<file path="src/rtl/enc_pkg.sv">
// Shared widths and FSM state type for the request encoder slice.
package enc_pkg;
    localparam int REQ_W = 8;
    localparam int IDX_W = 3;

    typedef enum logic {
        IDLE = 1'b0,
        HOLD = 1'b1
    } state_t;
endpackage

</file>
<file path="src/rtl/prio_enc_8x3.sv">
// Combinational priority encoder; direction chosen by i_low_first.
module prio_enc_8x3
    import enc_pkg::*;
(
    input  logic [REQ_W-1:0] i_vec,
    input  logic             i_low_first,
    output logic [IDX_W-1:0] o_idx,
    output logic             o_any
);

    always_comb begin
        o_idx = '0;
        o_any = |i_vec;
        if (i_low_first) begin
            // Scan downward so the lowest set bit is written last and wins.
            for (int i = REQ_W - 1; i >= 0; i--) begin
                if (i_vec[i]) o_idx = IDX_W'(i);
            end
        end else begin
            for (int i = 0; i < REQ_W; i++) begin
                if (i_vec[i]) o_idx = IDX_W'(i);
            end
        end
    end

endmodule

</file>
<file path="src/rtl/req_encoder_8x3.sv">
// Pending-request register with a non-preemptive grant/hold handshake.
//   state | meaning
//   IDLE  | no grant outstanding; grant the top pending request if any
//   HOLD  | idx_out/valid_out frozen until the consumer takes the grant
module req_encoder_8x3
    import enc_pkg::*;
#(
    parameter bit LOW_FIRST = 1'b1
) (
    input  logic             clk,
    input  logic             rst,
    input  logic [REQ_W-1:0] req_in,
    input  logic             ready_in,
    output logic [IDX_W-1:0] idx_out,
    output logic             valid_out,
    output logic [REQ_W-1:0] pending_out,
    output logic             coalesce_out
);

    state_t           r_state;
    state_t           w_state_nxt;
    logic [REQ_W-1:0] r_pending;
    logic [IDX_W-1:0] r_idx;
    logic             r_valid;
    logic             r_coal;

    logic [IDX_W-1:0] w_enc_idx;
    logic             w_enc_any;
    logic             w_hs;
    logic             w_load;
    logic [REQ_W-1:0] w_clr;

    prio_enc_8x3 u_prio (
        .i_vec       (r_pending),
        .i_low_first (LOW_FIRST),
        .o_idx       (w_enc_idx),
        .o_any       (w_enc_any)
    );

    assign w_hs  = r_valid & ready_in;
    assign w_clr = w_hs ? (REQ_W'(1) << r_idx) : '0;

    always_comb begin
        w_state_nxt = r_state;
        w_load      = 1'b0;
        case (r_state)
            IDLE: begin
                if (w_enc_any) begin
                    w_load      = 1'b1;
                    w_state_nxt = HOLD;
                end
            end
            HOLD: begin
                if (ready_in) w_state_nxt = IDLE;
            end
            default: w_state_nxt = IDLE;
        endcase
    end

    always_ff @(posedge clk or posedge rst) begin
        if (rst) r_state <= IDLE;
        else     r_state <= w_state_nxt;
    end

    // A new request on the bit being cleared survives: set is ORed in last.
    always_ff @(posedge clk or posedge rst) begin
        if (rst) begin
            r_pending <= '0;
            r_idx     <= '0;
            r_valid   <= 1'b0;
            r_coal    <= 1'b0;
        end else begin
            r_pending <= (r_pending & ~w_clr) | req_in;
            r_coal    <= |(req_in & r_pending);
            if (w_load) begin
                r_idx   <= w_enc_idx;
                r_valid <= 1'b1;
            end else if (w_hs) begin
                r_valid <= 1'b0;
            end
        end
    end

    assign idx_out      = r_idx;
    assign valid_out    = r_valid;
    assign pending_out  = r_pending;
    assign coalesce_out = r_coal;

endmodule

</file>
<file path="config.mk">
export PLATFORM = sky130hd
export DESIGN_NAME = req_encoder_8x3
export DESIGN_NICKNAME = d
export VERILOG_FILES = /design/src/rtl/enc_pkg.sv /design/src/rtl/prio_enc_8x3.sv /design/src/rtl/req_encoder_8x3.sv
export SDC_FILE = /design/constraint.sdc
export NUM_CORES = 1
export LEC_CHECK = 0
export ABC_AREA = 1
export BUFFER_PORTS_ARGS = -buffer_cell sky130_fd_sc_hd__buf_2
export CAP_MARGIN = 0
export CORE_MARGIN = 4
export CORE_UTILIZATION = 50
export DETAILED_ROUTE_END_ITERATION = 10
export GPL_TIMING_DRIVEN = 0
export PLACE_DENSITY = 0.86
export SYNTH_ARGS = -nofsm -noshare
export SYNTH_HDL_FRONTEND = slang
export SYNTH_SLANG_ARGS = --single-unit
</file>
<file path="constraint.sdc">
create_clock -name clk -period 2.1 [get_ports clk]
set_clock_uncertainty 0.05 [all_clocks]
set_input_delay 0.21 -clock clk [delete_from_list [all_inputs] [get_ports clk]]
set_output_delay 0.21 -clock clk [all_outputs]
set_load 0.05 [all_outputs]
</file>
* Yosys cells after proc, flatten, opt, wreduce, memory -nomap -nowiden *
Index checks and enable logic that the tools add are counted.

operators by class
  mux-type cells = 15
  bitwise operators = 6
  shift-type cells = 1
  reductions and logical operators = 3

operators by type and width
  operator                                         number
  2-to-1 mux 3 bit                                 8
  AND 8 bit                                        2
  OR reduction 8 bit                               2
  2-to-1 mux 8 bit                                 1
  NOT 8 bit                                        1
  OR 8 bit                                         1
  left shift 1 x 3 -> 8 bit, first input constant  1
  2-to-1 mux 1 bit                                 5
  one-hot mux 1 bit (2 select lines)               1
  nonzero test 2 bit                               1
  AND 1 bit                                        1
  NOT 1 bit                                        1

word-level totals
  output and inout port bits = 13
  register bits = 14

* Depth between registers and ports, before layout *
  depth after elaboration = 8
  mapped depth = 9

* Cells and area by module *
From an unflattened synthesis, not the netlist that was laid out.

unflattened totals
  cell total of the unflattened synthesis = 124
  area, all modules = 794.5 um2

by module, submodules not included
  module           area each (um2)  cells an instance  instances
  req_encoder_8x3  630.6            85                 1
  prio_enc_8x3     163.9            39                 1

* Worst setup path after synthesis *
Ideal clock, no wire load.

  path kind = flip-flop to flip-flop
  start = register r_pending[3], in the netlist pending_out[3]
  end = register r_idx[0], in the netlist idx_out[0]
  slack = 790 ps
  cell stages (with the launch flop) = 7
  clock period less this slack = 1310 ps
  library setup time = 66 ps
  data arrival time = 1194 ps
  path through = dfrtp_1 > nor2_1 > nand2_1 > nand2_1 > a21oi_1 > nand2_1 > nand2_1

between the ends
  cells in the longest elaborated chain, start to end = 4
  elaborated cells between the ends (all ways) = 7
  those cells by class = mux: 6; reduce/logical: 1

ends and longest elaborated chain
  element                         line                   text
  from (decl)                     req_encoder_8x3.sv:22  logic [REQ_W-1:0] r_pending;
  from (signal assigned)          req_encoder_8x3.sv:73  r_pending <= (r_pending & ~w_clr) | req_in;
  2-to-1 mux 3 bit (4 in series)  prio_enc_8x3.sv:17     if (i_vec[i]) o_idx = IDX_W'(i);
  to (signal assigned)            req_encoder_8x3.sv:76  r_idx <= w_enc_idx;
  to (decl)                       req_encoder_8x3.sv:23  logic [IDX_W-1:0] r_idx;

Parallel ways exist; a longest one is shown, timed or not.
A chain may end at the register's enable or synchronous reset.

* Worst setup path after layout *
  start = register r_pending[7], in the netlist pending_out[7]
  end = output pending_out[7]

RTL lines
  element    line                   text
  to (decl)  req_encoder_8x3.sv:16  output logic [REQ_W-1:0] pending_out,

No word-level cell between the ends.

==> summary.md <==
| Metric | Value |
|---|---|
| Outcome | `completed` |
| H-tree Lvls | `1` |
| DPL Wire Length | `~1200 µm` |
| Crit path cell chain | `buf_2` |
| # rows | `13` |
| Switch share | `between 40% and 50%` |
| Asr flop ratio synth | `100%` |
| Fmax | `between 700 and 800 MHz` |
| Worst hold start | `req_in[6]` |
| # fillers | `117` |
| Count leader, synth | `nand2_1` |
| Mapped Area | `between 600 and 700 µm²` |
| Post-synth top area share | `50.5%` |
| Main combinational cell family by area after synthesis | `simple AND/OR/NAND/NOR gates` |
| Fin. max-slew vios | `0` |
| Worst reg-to-reg setup slack | `930 ps` |
| Max_cap viols | `0` |
| Top Ports | `24` |
| Crit path max-delay cell type | `dfrtp_1` |
| DR vias | `between 600 and 700` |
| Most frequent cells after synthesis | `28 x nand2_1, 22 x inv_1, 14 x dfrtp_1, 12 x o21ai_0` |
| Setup violations, final | `0` |
| Comb pwr share | `between 30% and 40%` |
| Tcrit/Tclk final | `between 60% and 70%` |
| Xor/xnor share of the synthesized area | `0%` |
| Core Area | `0.00130 mm²` |
| Pre-antenna DRT Iters | `4` |
| Maximum VDD drop | `roughly 0.77 mV` |
| Hold Path Class | `input port to flip-flop` |
| Setup TNS Final | `0 ps` |
| Final Hold Fails | `0` |
| Routed wire length | `around 1500 µm` |
| IO Port Bufs | `23` |
| Critical path type | `flip-flop to output port` |
| Clock group share of total power | `a little over a fifth` |
| RR Endpoint | `valid_out` |
| YS warnings | `0` |
| Antenna violations before repair | `0` |
| Post-Synth Adder-Cell Area | `0%` |
| Net Switching | `398 µW` |
| Routability cong. | `approximately 0.82` |
| Power Dens Cells | `1050 mW/mm²` |
| Max-slew headroom | `between 60% and 70%` |
| Worst setup SP type | `flip-flop` |
| Post-Synth Simple-Gate Area | `about a fifth` |
| Total chip power | `between 900 and 1000 µW` |
| Wirelength per Cell | `roughly 11 µm` |
| CP endpoint kind | `output port` |
| Seq pwr share | `between 40% and 50%` |
| Int Pwr | `between 500 and 600 µW` |
| Ranking of synthesized cells by area | `dfrtp_1 51%, nand2_1 15%, inv_1 12%` |
| Layout Area Growth over Synthesis | `26.0%` |
| Clock transition at path regs | `~80 ps` |
| CTS tree | `built` |
| Arr. time, crit path | `1000 ps` |
| RSZ-0062 raised after global routing | `false` |
| Die ar. | `a little over 0.002 mm²` |
| Root Driver | `clkbuf_4` |
| Critical-path maximum fanout | `6` |
| Distinct cells, synth | `13` |
| Clock Path Buffers | `2` |
| Net Count, Synth | `approximately 100` |
| Largest net degree at the start of global routing | `15` |
| Hold Path End | `pending_out[6]` |
| Fin crit period | `approximately 1300 ps` |
| Mux contribution to synthesized area | `0%` |
| Vias in the first global route | `671` |
| Die height | `45.2 µm` |
| Share of layout cells above drive strength 1 | `25.0%` |
| Initial Utilization | `between 50 and 60%` |
| TritonCTS Buffers | `3` |
| Number of synthesized flops with an enable pin | `0` |
| Area leader, netlist | `dfrtp_1` |
| Buf+Inv Stages, Crit Path | `1` |
| Clock latency on the worst-skew pair | `approximately 280 ps` |
| First-pass GRT wire length | `roughly 2700 µm` |
| N_diodes | `0` |
| P_leak | `~0.00046 µW` |
| Sequential share of the synthesized area | `roughly 51%` |
| Post-Synthesis Cells | `a little over 90` |
| Worst reg2reg path depth | `4` |
| Routed Antenna Nets | `0` |
| DRC | `0` |
| # nets final | `approximately 130` |
| Yosys reg bits | `14` |
| Post-CTS sizing | `0` |
| Number of vias per cell | `between 4 and 5` |
| WP data required | `1840 ps` |
| Syn Area/Cell | `around 7.5 µm²` |
| Least-Margin Pin Slew | `approximately 500 ps` |
| Most used flip-flop cell after synthesis | `dfrtp_1` |
| Final Util | `roughly two thirds` |
| Postcts setup bufs | `0` |
| Delay-heaviest family, CP | `flip-flops` |
| Worst R2R Start | `pending_out[0]` |
| WHS Path Cells | `3` |
| Global-route usage over all layers | `between 10% and 20%` |
| Total gr overflow | `0` |
| Crit-path max cell delay | `about 430 ps` |
| Die Wd | `approximately 45 µm` |
| Compound-Gate Fraction of Synth Area | `between 15 and 20%` |
| Drt initial violations | `13` |
| CTS sink cnt | `14` |
## logic make-up (layout without fill, tap and decap cells)
family | Yosys count | after routing
flip-flops | 14 | 14
AND/OR/NAND/NOR | 36 | 36
AO/OA/AOI/OAI | 20 | 20
buffers and inverters | 22 | 50
## metrics by stage
stage | instance area, µm² | cells | setup slack [ps] | hold WS, ps
floorplan | 693 | 92 | 790 | 49.2
global placement | 827 | 130 | 969 | 210
detailed placement | 827 | 130 | 952 | 217
CTS | 873 | 135 | 837 | 73.0
global route | 873 | 135 | 782 | 90.3
finish | 873 | 135 | 839 | 78.1
## metal layers
| metal | up-vias | global-route usage (%) | wire length [µm] | part of all wire (%) |
|---|---|---|---|---|
| met5 | - | 0 | 0 | 0 |
| met4 | 0 | 10.5 | 38 | 2.5 |
| met3 | 4 | 2.39 | 126 | 8.3 |
| met2 | 32 | 29.1 | 750 | 49 |
| met1 | 297 | 22.9 | 607 | 40 |
| li1 | 338 | - | - | - |
## power by group through the flow
stage | combinational, µW | sequential (µW) | clock [µW]
2_1_floorplan | 131 | 504 | 0
3_3_place_gp | 349 | 368 | 0
3_5_place_dp | 355 | 370 | 0
4_1_cts | 359 | 365 | 194
5_1_grt | 385 | 374 | 209
6_report | 356 | 366 | 191
## cell type report
class,count,area (µm²),area share (%)
Sequential cell,14,350,40.1
Multi-Input combinational cell,56,260,29.8
Timing Repair Buffer,24,125,14.3
Inverter,22,82.6,9.46
Clock buffer,4,36.3,4.15
Tap cell,15,18.8,2.15
## state kept, by name, summed over array words and instances, names as in the netlist
signal,count
valid_out,1
idx_out,3
pending_out,8
r_state,1
coalesce_out,1
## placed cells by master (no fill, tap or decap), types with 2 or more instances in the layout
master / instances
o21ai_1: 2
o22ai_1: 2
buf_2: 23
nand3_1: 2
nand2_1: 28
inv_1: 22
nor2_1: 3
o21ai_0: 12
dfrtp_1: 14
clkbuf_4: 3
a21oi_1: 3
## worst max path at each step
| stage | from | cells past startpoint | to | slack [ps] |
|---|---|---|---|---|
| detailed placement | pending_out[0] | 4 | valid_out | 950 |
| global route | pending_out[7] | 1 | pending_out[7] | 780 |
| floorplan | pending_out[3] | 6 | idx_out[0] | 790 |
| global placement | pending_out[0] | 4 | valid_out | 970 |
| CTS | pending_out[7] | 1 | pending_out[7] | 840 |
| finish | pending_out[7] | 1 | pending_out[7] | 840 |
## timing repair
item                                   CTS  global route
hold buffers                             1             0
setup endpoints to repair                0             0
endpoints found under the hold margin   14             0
(Power assumes the default switching activity.)
